--- src/rtl/mem_bus_pkg.sv ---
// rtl/mem_bus_pkg.sv - shared encodings, state enum and decode helper for the CPU memory/IO bus
package mem_bus_pkg;

  localparam logic [1:0] MNONE  = 2'b00;
  localparam logic [1:0] MREAD  = 2'b01;
  localparam logic [1:0] MWRITE = 2'b10;

  localparam logic [8:0] LED_ADDR_DEF = 9'h100;
  localparam logic [8:0] SW_ADDR_DEF  = 9'h140;

  typedef enum logic [1:0] {
    ST_IDLE,
    ST_RAM_RD,
    ST_RAM_WR,
    ST_DONE
  } state_t;

  typedef enum logic [1:0] {
    TGT_RAM,
    TGT_LED,
    TGT_SW,
    TGT_NONE
  } target_t;

  // Upper address bit clear selects RAM; the IO registers are exact-match only.
  function automatic target_t decode_target(input logic [8:0] addr,
                                            input logic [8:0] led_addr,
                                            input logic [8:0] sw_addr);
    if (!addr[8])               return TGT_RAM;
    else if (addr == led_addr)  return TGT_LED;
    else if (addr == sw_addr)   return TGT_SW;
    else                        return TGT_NONE;
  endfunction

endpackage

--- src/rtl/sync2.sv ---
// rtl/sync2.sv - two-flop synchroniser with asynchronous active-low clear
module sync2 #(
  parameter int WIDTH = 1
) (
  input  logic             clk,
  input  logic             reset_n,
  input  logic [WIDTH-1:0] d,
  output logic [WIDTH-1:0] q
);

  logic [WIDTH-1:0] meta_q, meta_d;
  logic [WIDTH-1:0] sync_q, sync_d;

  always_comb begin
    meta_d = d;
    sync_d = meta_q;
  end

  always_ff @(posedge clk or negedge reset_n) begin
    if (!reset_n) begin
      meta_q <= '0;
      sync_q <= '0;
    end else begin
      meta_q <= meta_d;
      sync_q <= sync_d;
    end
  end

  assign q = sync_q;

endmodule

--- src/rtl/mem_bus_ctrl.sv ---
// rtl/mem_bus_ctrl.sv - CPU memory-port controller sequencing the 256x16 RAM and switch/LED IO
module mem_bus_ctrl
  import mem_bus_pkg::*;
#(
  parameter int         DATA_W   = 16,
  parameter int         ADDR_W   = 9,
  parameter int         RAM_AW   = 8,
  parameter logic [8:0] LED_ADDR = LED_ADDR_DEF,
  parameter logic [8:0] SW_ADDR  = SW_ADDR_DEF
) (
  input  logic              clk,
  input  logic              reset_n,
  input  logic [1:0]        mem_cmd,
  input  logic [ADDR_W-1:0] mem_addr,
  input  logic [DATA_W-1:0] write_data,
  output logic [DATA_W-1:0] read_data,
  output logic              mem_ready,
  output logic              bus_err,
  output logic [RAM_AW-1:0] ram_addr,
  output logic              ram_we,
  output logic [DATA_W-1:0] ram_din,
  input  logic [DATA_W-1:0] ram_dout,
  input  logic [7:0]        sw,
  output logic [7:0]        ledr
);

  logic [7:0] sw_sync;

  sync2 #(.WIDTH(8)) u_sw_sync (
    .clk     (clk),
    .reset_n (reset_n),
    .d       (sw),
    .q       (sw_sync)
  );

  state_t            state_q, state_d;
  logic [DATA_W-1:0] read_data_q, read_data_d;
  logic              mem_ready_q, mem_ready_d;
  logic              bus_err_q, bus_err_d;
  logic [RAM_AW-1:0] ram_addr_q, ram_addr_d;
  logic              ram_we_q, ram_we_d;
  logic [DATA_W-1:0] ram_din_q, ram_din_d;
  logic [7:0]        ledr_q, ledr_d;

  target_t target;
  logic    is_access;
  logic    is_write;

  always_comb begin
    target    = decode_target(mem_addr, LED_ADDR, SW_ADDR);
    is_access = (mem_cmd == MREAD) || (mem_cmd == MWRITE);
    is_write  = (mem_cmd == MWRITE);

    state_d     = state_q;
    read_data_d = read_data_q;
    mem_ready_d = 1'b0;
    bus_err_d   = bus_err_q;
    ram_addr_d  = ram_addr_q;
    ram_we_d    = 1'b0;
    ram_din_d   = ram_din_q;
    ledr_d      = ledr_q;

    // Address and store data are captured into the output registers on the
    // accepting edge, so later mem_cmd/mem_addr changes cannot disturb the access.
    unique case (state_q)
      ST_IDLE: begin
        if (is_access) begin
          unique case (target)
            TGT_RAM: begin
              ram_addr_d = mem_addr[RAM_AW-1:0];
              if (is_write) begin
                ram_din_d = write_data;
                ram_we_d  = 1'b1;
                state_d   = ST_RAM_WR;
              end else begin
                state_d = ST_RAM_RD;
              end
            end
            TGT_LED: begin
              if (is_write) ledr_d = write_data[7:0];
              else          read_data_d = '0;
              mem_ready_d = 1'b1;
              state_d     = ST_DONE;
            end
            TGT_SW: begin
              if (is_write) read_data_d = '0;
              else          read_data_d = {{(DATA_W-8){1'b0}}, sw_sync};
              mem_ready_d = 1'b1;
              state_d     = ST_DONE;
            end
            default: begin
              read_data_d = '0;
              bus_err_d   = 1'b1;
              mem_ready_d = 1'b1;
              state_d     = ST_DONE;
            end
          endcase
        end
      end
      ST_RAM_RD: begin
        read_data_d = ram_dout;
        mem_ready_d = 1'b1;
        state_d     = ST_DONE;
      end
      ST_RAM_WR: begin
        mem_ready_d = 1'b1;
        state_d     = ST_DONE;
      end
      default: begin
        state_d = ST_IDLE;
      end
    endcase
  end

  always_ff @(posedge clk or negedge reset_n) begin
    if (!reset_n) begin
      state_q     <= ST_IDLE;
      read_data_q <= '0;
      mem_ready_q <= 1'b0;
      bus_err_q   <= 1'b0;
      ram_addr_q  <= '0;
      ram_we_q    <= 1'b0;
      ram_din_q   <= '0;
      ledr_q      <= '0;
    end else begin
      state_q     <= state_d;
      read_data_q <= read_data_d;
      mem_ready_q <= mem_ready_d;
      bus_err_q   <= bus_err_d;
      ram_addr_q  <= ram_addr_d;
      ram_we_q    <= ram_we_d;
      ram_din_q   <= ram_din_d;
      ledr_q      <= ledr_d;
    end
  end

  assign read_data = read_data_q;
  assign mem_ready = mem_ready_q;
  assign bus_err   = bus_err_q;
  assign ram_addr  = ram_addr_q;
  assign ram_we    = ram_we_q;
  assign ram_din   = ram_din_q;
  assign ledr      = ledr_q;

endmodule

--- config.mk ---
export PLATFORM = sky130hd
export DESIGN_NAME = mem_bus_ctrl
export DESIGN_NICKNAME = d
export VERILOG_FILES = /design/src/rtl/mem_bus_pkg.sv /design/src/rtl/sync2.sv /design/src/rtl/mem_bus_ctrl.sv
export SDC_FILE = /design/constraint.sdc
export NUM_CORES = 1
export LEC_CHECK = 0
export CAP_MARGIN = 20
export CORE_MARGIN = 10
export CORE_UTILIZATION = 39
export DETAILED_ROUTE_END_ITERATION = 10
export GPL_ROUTABILITY_DRIVEN = 0
export PLACE_DENSITY = 0.85
export REMOVE_ABC_BUFFERS = 1
export SLEW_MARGIN = 15
export SYNTH_ARGS = -nofsm -noshare
export SYNTH_HDL_FRONTEND = slang
export SYNTH_SLANG_ARGS = --single-unit
--- constraint.sdc ---
create_clock -name clk -period 1.93 [get_ports clk]
set_clock_uncertainty 0.2 [all_clocks]
set_input_delay 0.386 -clock clk [delete_from_list [all_inputs] [get_ports clk]]
set_output_delay 0.386 -clock clk [all_outputs]
set_load 0.02 [all_outputs]
==> results.yml, run 1 <==
run_status:
  status: "finished, final reports clean"
detailed_routing:
  wl_mm: 7.056
  dr_total_vias: 2062
  drt_iter0_markers: 45
  drc: 0
  drt.antenna.violating_nets: 0
  viasPerCell: 4.795
  first_pass_iters: 4
  wl_per_cell_um: 16.41
place:
  placed_cell_area_sq_um: 3882
  dp.cells: 410
  dp_hpwl_mm: 5.304
  io_buffers: 103
  dp_slack_ps: -672.4
floorplan:
  die_x_um: 102.0
  die_area_sq_um: 10410
  start_util_pct: 40.64
  row_count: 29
  dieHeight_um: 102.0
  design.core.area_sq_um: 6459
  pin_count: 104
synth:
  postSynthAreaPerCell_sq_um: 11.88
  ys_types: 28
  syn_area_sq_um: 2625
  yosys_warnings: 0
  syn-instance-count: 221
  ys_ff_latch: 69
  ys_seq_area_share_pct: 65.78
clocking:
  numCtsBuffers: 9
  cts_root_buf: "clkbuf_8"
  cts.sinks: 69
  htree_levels: 3
  cts_buffer_depth: 2
  clk_pin_slew_ps: 80
  clk_latency_ps: 320
  cts_tree: "built"
power_and_ir_drop:
  cellLeakagePower_nw: 2.205
  worst_ir_drop_vdd_uv: 859.9
  p_clk_share_pct: 23.8
  power.share.sequential_pct: 34.8
  power_w: 0.006002
  powerDensity_nw_per_um2: 1412
  p_int_w: 0.003934
  switching_share_pct: 34.45
  combPwrFrac_pct: 41.5
  power.switching_w: 0.002068
layout:
  layout.cells.non_filler: 430
  layout_commonest_cell: "nand2_1"
  fin_area_sq_um: 4249
  fin_nets: 405
  nFillCells: 493
  final_cell_mix: "nand2_1, clkdlybuf4s50_1, dfrtp_1"
  layout-drive-gt1-share_pct: 19.26
  syn2layout_area_growth_pct: 61.87
  antenna_cells: 0
sta:
  max_clock_freq_mhz: 521.6
  period_needed_ps: 1917
  rsz0062_at_grt: "true"
  period_share_pct: 99.34
  setup_ws_ps: 12.67
  slew-limit-headroom_pct: 69.55
  drv_slew: 0
  tightest_slew_ps: 456.7
  setup_viol: 0
  hold_violations: 0
worst_setup_path:
  cp_num_buf_inv: 1
  critPathKind: "flip-flop to flip-flop"
  reg2reg_slack_ps: 10
  arrival_ps: 1930
  slowest_delay_ps: 460
  end_kind: "flip-flop"
  critPathMaxFanout: 8
  cpMaxStageDelayCell: "or3_4"
  cp.required_ps: 1940
  start_kind: "flip-flop"
  path_cells: "inv_1, ha_2, nand4b_1, or3_4, mux2_4"
  crit_family: "simple AND/OR/NAND/NOR gates"
global_routing:
  grt_pass1_wl_mm: 11.06
  grt_max_degree: 37
  antenna_found_initial: 0
  grt_usage_pct: 13.44
  overflow: 0
  grt_pass1_vias: 2212
hold_path:
  worstHoldPathType: "input port to flip-flop"
job:
  maxCapViolations: 0
per-layer routing:
metal | GRT usage (%) | wire length, um | up-vias
met1 | 15.06 | 2867 | 1005
met2 | 23.11 | 3602 | 61
met5 | 0 | 0 | -
met4 | 4.121 | 11 | 0
met3 | 5.263 | 574 | 2
li1 | - | - | 994
sequential cells by signal, summed over array words and instances, names as in the netlist:
| register | cells |
|---|---|
| bus_err | 1 |
| ram_we | 1 |
| u_sw_sync.q | 8 |
| u_sw_sync.meta_q | 8 |
| ram_din | 16 |
| read_data | 16 |
| state_q | 2 |
| mem_ready | 1 |
| ram_addr | 8 |
| ledr | 8 |
cell families (layout without fill, tap and decap cells):
group	count (synthesis)	after routing	share of synthesized area (%)
compound gates	32	32	7.436
flops	69	69	65.78
simple gates	87	87	14.59
fa+ha+maj	4	4	1.907
buf+inv	13	145	2.287
mux	16	16	8.008
final timing paths:
kind / start / end / depth (start not counted)
worst max register to register: state_q[0] / ledr[2] / 5
worst max-delay path: state_q[0] / ledr[2] / 5
max in group asynchronous: reset_n / state_q[1] / 3
worst min-delay path: mem_addr[7] / ram_addr[7] / 2
min in group asynchronous: reset_n / read_data[11] / 2
worst min register to register: u_sw_sync.meta_q[6] / u_sw_sync.q[6] / 0
per-stage QoR:
stage                     utilization [%]  TNS (ps)  hold WS [ps]
final                               65.79         0         117.9
after detailed placement            60.11    -19640         134.7
after global routing                65.79     -2430         105.8
after floorplan                         -    -11970        -109.6
after CTS                           65.11    -139.3         102.6
after global placement              60.11    -16630         133.8
power groups by stage:
stage	registers [W]	clock network (W)	logic (W)
2_1_floorplan	0.00259	0	0.000693
3_3_place_gp	0.00209	0	0.00242
3_5_place_dp	0.00213	0	0.00247
4_1_cts	0.00210	0.00147	0.00254
5_1_grt	0.00213	0.00153	0.00270
6_report	0.00209	0.00143	0.00249
cells in the mapped netlist:
cell	count	area share (%)
nand2_1	72	10
dfrtp_1	69	66
o21ai_1	16	3.1
a22oi_1	8	2.3
mux2_2	8	3.4
mux2_4	8	4.6
clkbuf_1	4	0.57
ha_1	4	1.9
inv_1	4	0.57
a21oi_1	3	0.57
buf_2	3	0.57
o21ai_0	3	0.57
nor2_1	2	0.29
nor3_2	2	0.76
or3_1	2	0.48
a211o_1	1	0.33
and3b_1	1	0.33
buf_6	1	0.43
clkinv_1	1	0.14
nand2b_1	1	0.24
nand3b_1	1	0.29
nand4b_1	1	0.33
nor2b_1	1	0.24
nor3_1	1	0.19
nor3b_1	1	0.29
o32ai_2	1	0.62
or4_4	1	0.43
or4bb_1	1	0.43
layout make-up:
type / instances / area [sq um] / area share (%)
clock buffers: 9 / 123.9 / 2.915
flip-flops and latches: 69 / 1727 / 40.64
multi-input cells: 139 / 897.1 / 21.11
clock inverters: 7 / 121.4 / 2.856
repair buffers: 124 / 1265 / 29.77
well taps: 77 / 96.34 / 2.267
inverters: 5 / 18.77 / 0.4417
what timing repair did:
item,CTS,global route
buffers inserted,3,1
hold endpoints to repair,17,0
resized for setup,31,22
hold buffers,1,0
setup endpoints to repair,27,52
pin swaps,13,5
cloned,0,0
No activity file was read; power rests on OpenSTA's default activity.
==> inputs of run 2 (changes only) <==
--- a/config.mk
+++ b/config.mk
@@ -7,5 +7,4 @@
 export LEC_CHECK = 0
 export CAP_MARGIN = 20
-export CORE_MARGIN = 10
 export CORE_UTILIZATION = 39
 export DETAILED_ROUTE_END_ITERATION = 10
@@ -13,4 +12,5 @@
 export PLACE_DENSITY = 0.85
 export REMOVE_ABC_BUFFERS = 1
+export SKIP_LAST_GASP = 1
 export SLEW_MARGIN = 15
 export SYNTH_ARGS = -nofsm -noshare
--- a/constraint.sdc
+++ b/constraint.sdc
@@ -3,3 +3,3 @@
 set_input_delay 0.386 -clock clk [delete_from_list [all_inputs] [get_ports clk]]
 set_output_delay 0.386 -clock clk [all_outputs]
-set_load 0.02 [all_outputs]
+set_load 0.01 [all_outputs]
==> run 2 against run 1 <==
  * The flow now finishes with violations (design-rule violations, negative setup slack)
  * Utilization grew 1.4 points
  * Via count grew 3.5%
  * Final cell count grew 1.2%
  * Combinational power grew 6%
  * Wire length shrank 7.3%
  * Sequential power grew 2%
  * Hold slack gained 17 ps
  * Register-to-register slack lost 60 ps
  * Critical path depth grew 4
  * Die area shrank 32%
  * Largest cell class unchanged
==> results.yml, run 2 (same netlist as run 1, synthesis figures left out) <==
layout:
  seq_area_sq_um: 1727
  layout.cells.non_filler: 435
  layout_commonest_cell: "clkdlybuf4s50_1"
  multi_input_area_sq_um: 959.7
  final_cell_mix: "clkdlybuf4s50_1, dfrtp_1, nand2_1"
  fin_nets: 410
  nFillCells: 480
  antenna_cells: 0
  syn2layout_area_growth_pct: 64.35
  final_util_pct: 67.17
  layout-drive-gt1-share_pct: 24.30
power_and_ir_drop:
  p_clk_share_pct: 19.5
  powerDensity_nw_per_um2: 1376
  cellLeakagePower_nw: 1.971
  p_int_w: 0.003988
  power.switching_w: 0.001946
  combPwrFrac_pct: 44.7
  worst_ir_drop_vdd_uv: 705.7
  power.share.sequential_pct: 35.8
  switching_share_pct: 32.79
detailed_routing:
  highest_layer: "met4"
  routed-wl-met3_um: 423
  drc: 16
  dr_total_vias: 2135
  first_pass_iters: 7
  wl_met2_mm: 3.300
  viasPerCell: 4.908
  wl_met1_mm: 2.696
  wl_mm: 6.541
  drt_iter0_markers: 99
  drt.antenna.violating_nets: 0
  wl_per_cell_um: 15.04
worst_setup_path:
  rr_endpoint: "read_data[6]"
  critPathKind: "flip-flop to flip-flop"
  critPathMaxFanout: 8
  worstReg2RegStart: "state_q[0]"
  end_kind: "flip-flop"
  cp.required_ps: 1980
  cpMaxStageDelayCell: "dfrtp_1"
  arrival_ps: 2030
  ff2ff_path_depth: 9
  path_cells: "inv_2, ha_4, nand4b_1, buf_4, o32ai_4, buf_12, clkbuf_16, nand2_1, o21ai_1"
  start_kind: "flip-flop"
  cp-startpoint: "state_q[0]"
  slowest_delay_ps: 420
  endpoint: "read_data[6]"
  reg2reg_slack_ps: -50
clocking:
  cts_tree: "built"
  cts.sinks: 69
  cts_root_buf: "clkbuf_8"
  clk_pin_slew_ps: 80
  numCtsBuffers: 9
  htree_levels: 3
  cts_buffer_depth: 2
  clk_latency_ps: 320
floorplan:
  pin_count: 104
  row_count: 29
  dieHeight_um: 84.04
  die_x_um: 84.04
  design.core.area_sq_um: 6422
  die_area_sq_um: 7063
  start_util_pct: 40.87
sta:
  setup_viol: 15
  rsz0062_at_grt: "true"
  period_needed_ps: 1977
  setup_ws_ps: -47.23
  period_share_pct: 102.4
  max_clock_freq_mhz: 505.8
  finalSetupTns_ps: -307.9
  drv_slew: 0
  tightest_slew_ps: 359.9
  slew-limit-headroom_pct: 76.01
  hold_violations: 0
job:
  maxCapViolations: 0
global_routing:
  grt_pass1_vias: 2153
  grt_usage_pct: 18.30
  antenna_found_initial: 0
  overflow: 0
  grt_pass1_wl_mm: 10.09
  grt_max_degree: 70
hold_path:
  worstHoldPathType: "input port to flip-flop"
place:
  io_buffers: 103
  dp.cells: 411
  dp_hpwl_mm: 4.276
run_status:
  failed_checks: "design-rule violations, negative setup slack"
  status: "finished, violations left"
-- run 2: power by group through the flow --
stage / Clock, W / Combinational [W] / Sequential [W]
floorplan: 0 / 0.000694 / 0.00229
global placement: 0 / 0.00210 / 0.00209
detailed placement: 0 / 0.00217 / 0.00212
CTS: 0.00119 / 0.00221 / 0.00209
global route: 0.00125 / 0.00284 / 0.00218
finish: 0.00116 / 0.00265 / 0.00213
-- run 2: worst min-delay path by stage --
stage / from / end / slack [ps] / cells past startpoint
3_3_place_gp: u_sw_sync.meta_q[2] / u_sw_sync.q[2] / 130 / 0
3_5_place_dp: u_sw_sync.meta_q[3] / u_sw_sync.q[3] / 140 / 0
6_report: mem_addr[7] / ram_addr[7] / 130 / 2
4_1_cts: u_sw_sync.meta_q[3] / u_sw_sync.q[3] / 150 / 0
5_1_grt: mem_addr[7] / ram_addr[7] / 130 / 2
2_1_floorplan: reset_n / bus_err / -110 / 0
-- run 2: per-stage QoR --
step                      power, W  setup slack (ps)  cell area [sq um]  hold WS (ps)
after floorplan           0.002988            -617.6               2584        -109.6
after global placement    0.004192            -612.4               3890         133.5
after detailed placement  0.004290            -650.2               3890         137.2
after CTS                 0.005491            -59.30               4129         154.4
after global routing      0.006279            -107.6               4314         133.6
final                     0.005934            -47.23               4314         134.6
-- run 2: area by class of cell --
class	instances	share of cell area, %
flip-flops and latches	69	40.02
repair buffers	129	30.48
well taps	77	2.233
multi-input cells	139	22.24
clock buffers	9	2.871
clock inverters	7	1.711
inverters	5	0.4350
-- run 2: repair_timing --
| action | 4_1_cts | 5_1_grt |
|---|---|---|
| pin swaps | 9 | 20 |
| hold endpoints to repair | 69 | 0 |
| cloned | 0 | 3 |
| hold buffers | 1 | 0 |
| endpoints found under the setup margin | 31 | 32 |
| gates resized for setup | 16 | 32 |
| buffers inserted | 2 | 3 |
-- run 2: per-layer routing --
layer	vias up	GRT usage, %
li1	1001	-
met1	1041	22.47
met2	81	30.48
met3	12	5.539
met4	0	6.740
met5	-	0
-- run 2: critical path: cells and delay by family (launching register included) --
kind | cells | cell delay (ps)
and+or+nand+nor | 2 | 180
AOI/OAI and AO/OA | 2 | 360
DFF | 1 | 420
adders and majority gates | 1 | 160
buffers and inverters | 4 | 570
==> inputs of run 3 (changes only) <==
Settings changed: CAP_MARGIN 20 to not set.
==> results of run 3 <==
Same layout as run 2: the final DEF is identical, and so are final timing and power.
